===== src/rtl/keypad_scanner.sv =====
// ----------------------------------------------------------------------------
// keypad_scanner
//
// Scans a ROWS x COLS switch matrix. One row line is driven at a time
// (one-hot, registered). The column sense lines are sampled on each scan
// tick (en), and a closed key is debounced before it is accepted. An
// accepted press puts an event into a single-entry event slot that a
// consumer drains with a valid/ready handshake.
//
// Key codes are row_index*COLS + col_index. When several columns are
// closed on the driven row, the lowest column index wins. The null code
// (no key) is all ones.
//
// Optional feature: define KEYPAD_SCANNER_RELEASE_EN to also emit release
// events. ev_code then gains an extra MSB: 0 = press, 1 = release.
//
// Ports
//   clk       in   sole clock
//   rst       in   synchronous active-high reset
//   en        in   scan tick; FSM, counters and row drive advance only when 1
//   keypadc   in   [COLS] column sense, 1 = key closed on the driven row
//   keypadr   out  [ROWS] one-hot row drive
//   key       out  [KW] debounced held-key code, null when no key is held
//   ev_valid  out  event pending in the slot
//   ev_code   out  [EW] code of the pending event
//   ev_ready  in   consumer takes the event when ev_valid=1 at a clk edge
//   overflow  out  sticky: an event was dropped because the slot was full
// ----------------------------------------------------------------------------
module keypad_scanner #(
    parameter int  ROWS     = 4,
    parameter int  COLS     = 3,
    parameter int  DEBOUNCE = 3,
    localparam int KW       = $clog2(ROWS * COLS + 1),
`ifdef KEYPAD_SCANNER_RELEASE_EN
    localparam int EW       = KW + 1
`else
    localparam int EW       = KW
`endif
) (
    input  logic            clk,
    input  logic            rst,
    input  logic            en,
    input  logic [COLS-1:0] keypadc,
    output logic [ROWS-1:0] keypadr,
    output logic [KW-1:0]   key,
    output logic            ev_valid,
    output logic [EW-1:0]   ev_code,
    input  logic            ev_ready,
    output logic            overflow
);

    localparam logic [KW-1:0] NULL_CODE = '1;
    localparam logic [3:0]    DB_LAST   = 4'(DEBOUNCE);

    typedef enum logic [1:0] {
        ST_SCAN,
        ST_DEBOUNCE,
        ST_HELD,
        ST_RELEASE
    } state_t;

    state_t          state_reg, state_next;
    logic [3:0]      count_reg, count_next;
    logic [ROWS-1:0] keypadr_reg, keypadr_next;
    logic [KW-1:0]   code_reg, code_next;
    logic [KW-1:0]   key_reg, key_next;
    logic            ev_valid_reg;
    logic [EW-1:0]   ev_code_reg;
    logic            overflow_reg;

    logic            emit;
    logic [EW-1:0]   emit_code;

    // ------------------------------------------------------------------
    // Row rotation: one position toward the MSB, MSB wraps to bit 0.
    // ------------------------------------------------------------------
    logic [ROWS-1:0] row_rot;
    assign row_rot[0] = keypadr_reg[ROWS-1];

    genvar gi;
    generate
        for (gi = 1; gi < ROWS; gi++) begin : g_rot
            assign row_rot[gi] = keypadr_reg[gi-1];
        end
    endgenerate

    // ------------------------------------------------------------------
    // Code of the key currently sensed on the driven row.
    // ------------------------------------------------------------------
    int            row_idx;
    int            col_idx;
    logic          col_hit;
    logic [KW-1:0] sample_code;
    logic [EW-1:0] press_code;

    always_comb begin
        row_idx = 0;
        for (int r = 0; r < ROWS; r++) begin
            if (keypadr_reg[r]) begin
                row_idx = r;
            end
        end
    end

    // Scan from the top down so the lowest closed column overwrites last.
    always_comb begin
        col_idx = 0;
        for (int c = COLS - 1; c >= 0; c--) begin
            if (keypadc[c]) begin
                col_idx = c;
            end
        end
    end

    assign col_hit     = |keypadc;
    assign sample_code = KW'(row_idx * COLS + col_idx);

`ifdef KEYPAD_SCANNER_RELEASE_EN
    assign press_code = {1'b0, sample_code};
`else
    assign press_code = sample_code;
`endif

    // ------------------------------------------------------------------
    // Next-state logic. A press event is only ever emitted when the
    // sampled code matches the candidate, so sample_code is the press
    // code in every emitting branch.
    // ------------------------------------------------------------------
    always_comb begin
        state_next   = state_reg;
        count_next   = count_reg;
        keypadr_next = keypadr_reg;
        code_next    = code_reg;
        key_next     = key_reg;
        emit         = 1'b0;
        emit_code    = press_code;

        if (en) begin
            case (state_reg)
                ST_SCAN: begin
                    if (col_hit) begin
                        code_next  = sample_code;
                        count_next = 4'd1;
                        if (DEBOUNCE == 1) begin
                            state_next = ST_HELD;
                            key_next   = sample_code;
                            emit       = 1'b1;
                        end else begin
                            state_next = ST_DEBOUNCE;
                        end
                    end else begin
                        keypadr_next = row_rot;
                    end
                end

                ST_DEBOUNCE: begin
                    if (col_hit && (sample_code == code_reg)) begin
                        count_next = count_reg + 4'd1;
                        if (count_next == DB_LAST) begin
                            state_next = ST_HELD;
                            key_next   = sample_code;
                            emit       = 1'b1;
                        end
                    end else begin
                        // Bounce or a different key: abandon and move on.
                        state_next   = ST_SCAN;
                        count_next   = 4'd0;
                        keypadr_next = row_rot;
                    end
                end

                ST_HELD: begin
                    if (!col_hit) begin
                        if (DEBOUNCE == 1) begin
                            state_next   = ST_SCAN;
                            count_next   = 4'd0;
                            key_next     = NULL_CODE;
                            keypadr_next = row_rot;
`ifdef KEYPAD_SCANNER_RELEASE_EN
                            emit         = 1'b1;
                            emit_code    = {1'b1, code_reg};
`endif
                        end else begin
                            state_next = ST_RELEASE;
                            count_next = 4'd1;
                        end
                    end
                end

                ST_RELEASE: begin
                    if (!col_hit) begin
                        count_next = count_reg + 4'd1;
                        if (count_next == DB_LAST) begin
                            state_next   = ST_SCAN;
                            count_next   = 4'd0;
                            key_next     = NULL_CODE;
                            keypadr_next = row_rot;
`ifdef KEYPAD_SCANNER_RELEASE_EN
                            emit         = 1'b1;
                            emit_code    = {1'b1, code_reg};
`endif
                        end
                    end else begin
                        // Key bounced back closed: still the same press.
                        state_next = ST_HELD;
                        count_next = 4'd0;
                    end
                end

                default: begin
                    state_next   = ST_SCAN;
                    count_next   = 4'd0;
                    keypadr_next = {{(ROWS-1){1'b0}}, 1'b1};
                end
            endcase
        end
    end

    // ------------------------------------------------------------------
    // State registers and the single-entry event slot. The handshake runs
    // on every clk edge, independent of en.
    // ------------------------------------------------------------------
    always_ff @(posedge clk) begin
        if (rst) begin
            state_reg    <= ST_SCAN;
            count_reg    <= 4'd0;
            keypadr_reg  <= {{(ROWS-1){1'b0}}, 1'b1};
            code_reg     <= NULL_CODE;
            key_reg      <= NULL_CODE;
            ev_valid_reg <= 1'b0;
            ev_code_reg  <= '1;
            overflow_reg <= 1'b0;
        end else begin
            state_reg   <= state_next;
            count_reg   <= count_next;
            keypadr_reg <= keypadr_next;
            code_reg    <= code_next;
            key_reg     <= key_next;

            if (emit) begin
                // Slot is free if empty or being drained on this same edge.
                if (!ev_valid_reg || ev_ready) begin
                    ev_valid_reg <= 1'b1;
                    ev_code_reg  <= emit_code;
                end else begin
                    overflow_reg <= 1'b1;
                end
            end else if (ev_valid_reg && ev_ready) begin
                ev_valid_reg <= 1'b0;
            end
        end
    end

    assign keypadr  = keypadr_reg;
    assign key      = key_reg;
    assign ev_valid = ev_valid_reg;
    assign ev_code  = ev_code_reg;
    assign overflow = overflow_reg;

endmodule


===== config.mk =====
export PLATFORM = sky130hd
export DESIGN_NAME = keypad_scanner
export DESIGN_NICKNAME = d
export VERILOG_FILES = /design/src/rtl/keypad_scanner.sv
export SDC_FILE = /design/constraint.sdc
export NUM_CORES = 1
export LEC_CHECK = 0
export BUFFER_PORTS_ARGS = -buffer_cell sky130_fd_sc_hd__buf_2
export CORE_ASPECT_RATIO = 1.4
export CORE_MARGIN = 8
export CORE_UTILIZATION = 59
export CTS_BUF_LIST = sky130_fd_sc_hd__clkbuf_8 sky130_fd_sc_hd__clkbuf_16
export DETAILED_ROUTE_END_ITERATION = 6
export HOLD_SLACK_MARGIN = 0.1
export PLACE_DENSITY = 0.91
export SLEW_MARGIN = 10
export SYNTH_ARGS = -nofsm -noshare
export SYNTH_HDL_FRONTEND = slang
export SYNTH_SLANG_ARGS = --single-unit

===== constraint.sdc =====
create_clock -name clk -period 7 [get_ports clk]
set_input_delay 1.4 -clock clk [delete_from_list [all_inputs] [get_ports clk]]
set_output_delay 1.4 -clock clk [all_outputs]
set_load 0.01 [all_outputs]

**Yosys cells after proc, flatten, opt, wreduce, memory -nomap -nowiden**

Cells that the tools add are included.

- Bits in registers: 24
- Latch bits: 0
- Memory bits (writable): 0
- Memory bits (read-only): 0
- Bits of input ports: 7
- Output and inout port bits: 14
- Word-level logic and storage cells: 81
- Memories kept: 0

- Add/sub/neg operators: 2
- $mul: 1
- Div/mod/pow operators: 0
- $lt $le $gt $ge: 0
- Equal/unequal tests: 16
- Shifts and indexed selects: 0
- Muxes and demuxes: 36
- Bitwise gates (word level): 1
- Reductions and logical operators: 17

Operator list:

| cell | count |
|---|---|
| two-way mux 32 bit | 2 |
| two-way mux 4 bit | 15 |
| multiplier 32 x 3 -> 4 bit, second input constant | 1 |
| != test 2 bit, second input constant | 8 |
| case mux 4 bit (4 select lines) | 1 |
| two-way mux 2 bit | 7 |
| case mux 4 bit (3 select lines) | 1 |
| AND reduction 6 bit | 2 |
| two-way mux 1 bit | 8 |
| case mux 2 bit (4 select lines) | 1 |
| case mux 4 bit (2 select lines) | 1 |
| != test 3 bit, second input constant | 2 |
| AND reduction 2 bit | 3 |
| AND reduction 3 bit | 2 |
| AND reduction 5 bit | 1 |
| adder 4 x 1 -> 4 bit, second input constant | 1 |
| adder 4 bit | 1 |
| equality test 2 bit, second input constant | 2 |
| equality test 4 x 2 -> 1 bit, second input constant | 1 |
| equality test 4 bit | 1 |
| nonzero test 2 bit | 2 |
| nonzero test 3 bit | 1 |
| OR reduction 3 bit | 1 |
| equality test 2 x 1 -> 1 bit, second input constant | 1 |
| 6 further kinds | 7 |

**Longest topological paths before layout**

- Word-level depth: 12
- Mapped depth: 13
- Depth with buffers taken out: 13

**Worst setup path after synthesis**

OpenSTA, ideal clock, no wires.

- Kind: input port to flip-flop
- From: in keypadc[0]
- To: reg keypadr_reg[1], in the netlist keypadr[1]
- Library setup time: 128 ps
- Arrival: 3882 ps
- Required time: 6872 ps
- Slack: 2990 ps
- Stages on the path: 12
- Cells stage by stage: nor2_1 -> nand2_1 -> fa_1 -> inv_1 -> ha_1 -> fa_1 -> xor2_1 -> nor4_4 -> o21bai_1 -> a32oi_4 -> mux2i_1 -> nor2_1

- Longest elaborated chain between the ends: 6
- Elaborated cells on any way between the ends: 9

Ends and longest elaborated chain:

| element | line | text |
|---|---|---|
| start, declared | 43 | `input logic [COLS-1:0] keypadc,` |
| two-way mux 4 bit | 109 | `if (keypadc[c]) begin` |
| adder 4 bit | 116 | `assign sample_code = KW'(row_idx * COLS + col_idx);` |
| via emit_code[3] | 72 | `logic [EW-1:0] emit_code;` |
| equality test 4 bit | 157 | `if (col_hit && (sample_code == code_reg)) begin` |
| logical AND 1 bit | 157 |  |
| != test 2 bit (no source line) | -- |  |
| AND reduction 6 bit (no source line) | -- |  |
| end signal, assigned | 227 | `keypadr_reg <= {{(ROWS-1){1'b0}}, 1'b1};` |
| end signal, assigned | 236 | `keypadr_reg <= keypadr_next;` |
| end, declared | 64 | `logic [ROWS-1:0] keypadr_reg, keypadr_next;` |

The timed path passes the listed nets, and every way through them passes these cells.
A chain may end at the register's enable or synchronous reset.

**Worst setup path in the final report**

- From: in keypadc[0]
- To: reg ev_code_reg[2], in the netlist ev_code[2]

- Longest elaborated chain between the ends: 8
- Elaborated cells on any way between the ends: 9

Ends and longest elaborated chain:

| element | line | text |
|---|---|---|
| two-way mux 4 bit | 109 |  |
| adder 4 bit | 116 |  |
| via emit_code[3] | 72 |  |
| equality test 4 bit | 157 |  |
| logical AND 1 bit | 157 |  |
| two-way mux 1 bit | 157 |  |
| two-way mux 1 bit | 139 | `case (state_reg)` |
| two-way mux 1 bit | 138 | `if (en) begin` |
| AND reduction 2 bit (no source line) | -- |  |
| end signal, assigned | 244 | `ev_code_reg <= emit_code;` |
| end, declared | 68 | `logic [EW-1:0] ev_code_reg;` |

The timed path passes the listed nets, and every way through them passes these cells.

==> impl_metrics.yaml <==
clock_tree:
  clock_latency_ns: 0.26
  post_cts_buffers: 0
  cts_root_buffer: "clkbuf_8"
  cts_made_buffers: 3
  cts_resized: 0
  path_clk_slew_ns: 0.08
  tritoncts: "yes"
  clockBufferDepth: 2
  hold_buffers: 0
  cts.sink_count: 24
  cts_htree_levels: 1
cells_and_area:
  utilization_pct: 69.01
  fin_nets: 178
  n_antenna_cell: 0
  drive_above_1_share_pct: 20.12
  final_cell_area_um2: 1485
  area_growth_pct: 12.30
  fin_cells: 186
  fillers: 164
timing:
  setup_viol: 0
  period_share_pct: 59.67
  slew_viol_final: 0
  rsz0062_at_grt: "no"
  skew_ns: 0.002341
  tightest_slew_ns: 0.6947
  timing.final.ws_setup_ns: 2.823
  hold_ws_ns: 0.4764
  hold_viol: 0
  maxSlewHeadroom_pct: 53.57
  finalCriticalPeriod_ns: 4.177
  tns_ns: 0
  fmax_mhz: 239.4
die:
  die_w_um: 56.02
  core_area_um2: 2152
  die-area_um2: 4034
  dieHeight_um: 72.02
  ioPinCount: 21
  initial_core_util_pct: 61.45
  fp-row-count: 20
hold_path:
  min_from: "ev_code[3]"
  hold_class: "flip-flop to flip-flop"
  hold-path-endpoint: "ev_code[3]"
  hold-path-cell-count: 2
synthesis:
  syn_inst: 145
  synthFlopType: "dfxtp_1"
  synthesis.nets: 158
  ys_warn_count: 0
  synth.cells.most_frequent: "24 x dfxtp_1, 11 x a21oi_1, 9 x inv_1, 9 x nand2_1, 9 x nor2_1"
  synth_async_sr_flop_share_pct: 0
  synth.largest_area_cell: "dfxtp_1"
  synth_area_leaders: "dfxtp_1 36%, a21oi_1 4.2%, ha_1 3.8%"
  yosys_register_bits: 24
  syn_area_um2: 1323
  ys_seq_area_share_pct: 36.33
  synth_top_cell_area_share_pct: 36.33
  yosysMostFrequentCell: "dfxtp_1"
  synth-edff-count: 0
  synth.distinct_cells: 42
  avgSynthCellArea_um2: 9.121
global_routing:
  grt_overflow: 0
  grt_start_max_net_pins: 29
  grt.total_usage_pct: 15.43
  grt_pass1_vias: 1206
  grt_first_pass_wirelength_um: 5292
  antenna_found_initial: 0
setup_path:
  critical_path.endpoint_type: "flip-flop"
  start_kind: "input pin"
  crit_type: "input pin to flip-flop"
  reg2reg_from: "keypadr[1]"
  crit_path_max_fanout: 9
  r2r_end: "ev_code[2]"
  reg2reg_depth: 12
  r2r_slack_ns: 3.63
  cp_data_required_time_ns: 7.16
  worstPathArrival_ns: 4.33
placement:
  dp.final_hpwl_um: 2330
  placed_area_um2: 1430
  dp_slack_ns: 2.593
  placed_cells: 182
  place.gp.congestion: 0.8978
  io_buffer_count: 20
drt:
  ant_nets: 0
  detail_route.wl_per_cell_um: 16.42
  topRoutingLayerUsed: "met4"
  drtIter0Drc: 36
  drt-vias-per-instance: 6.145
  drc: 0
  wl_met1_um: 1274
  dr.pass1.iters: 4
  num_vias: 1143
  wl_met2_um: 1594
  routed_wl_um: 3054
  wl_met3_um: 135
power_and_ir_drop:
  power.total_mw: 0.2789
  ir_worst_vdd_mv: 0.1293
  powerDensity_nw_per_um2: 187.8
  leakagePower_nw: 0.6070
run:
  maxCapViolCount: 0
outcome:
  outcome: "completed"
-- power by group --
group          switching [mW]  internal [mW]
sequential            0.00504          0.141
clock                  0.0412         0.0501
combinational          0.0244         0.0170
total                  0.0706          0.208
-- critical path, cell delays in order --
cell     delay (ns)
buf_2          0.13
nor2_1         0.11
nand2_1        0.08
fa_1           0.48
inv_1          0.05
ha_1           0.20
fa_1           0.46
xor2_1         0.23
nor4_4         0.37
nor3b_4        0.34
nand2_2        0.18
o21ai_0        0.25
nand2_1        0.07
-- layout by cell type (no fill, tap or decap), types with 2 or more instances in the layout --
cell	netlist	layout
buf_2	1	20
a21oi_1	11	11
o21ai_0	5	5
a211o_1	5	5
xor2_1	4	4
inv_1	9	9
nor3_1	2	2
o21a_1	3	3
o21ai_1	4	4
a31oi_1	4	4
mux2i_1	3	3
fa_1	2	2
nor2_1	9	9
nor2b_1	6	6
nand3_1	2	2
nand4b_1	2	2
and2_1	3	3
ha_1	4	4
o41ai_1	2	2
nand2b_1	5	5
clkbuf_8	0	4
nand2_1	9	9
o22ai_1	4	4
dfxtp_1	24	24
-- kinds of logic after synthesis --
logic type,count (synthesis),synth area share [%]
AND/OR/NAND/NOR,47,22.61
AO/OA/AOI/OAI,46,24.60
flip-flops,24,36.33
buffers and inverters,14,4.067
adder cells (fa/ha/maj),6,6.812
XOR/XNOR,5,3.311
multiplexers,3,2.271
-- per-layer routing --
metal,global-route usage (%),vias to the layer above
li1,-,559
met5,0,-
met2,27.81,28
met3,4.363,10
met1,16.24,546
met4,6.434,0
-- final cells by class --
type	instances	area (µm²)	area share [%]
timing repair buffer	20	100.1	6.740
multi-input combinational	107	788.3	53.08
inverter	9	33.78	2.275
sequential	24	480.5	32.35
tap	22	27.53	1.853
clock buffer	4	55.05	3.707
-- how the worst max path moves through the flow --
stage          startpoint         end  slack (ns)  cells after the start
3_3_place_gp   keypadc[0]  keypadr[2]        2.73                     13
4_1_cts        keypadc[0]  ev_code[2]        2.86                     13
2_1_floorplan  keypadc[0]  keypadr[1]        2.99                     12
6_report       keypadc[0]  ev_code[2]        2.82                     13
3_5_place_dp   keypadc[0]  ev_code[2]        2.59                     13
5_1_grt        keypadc[0]  ev_code[2]        2.65                     13
(Power assumes the default switching activity.)
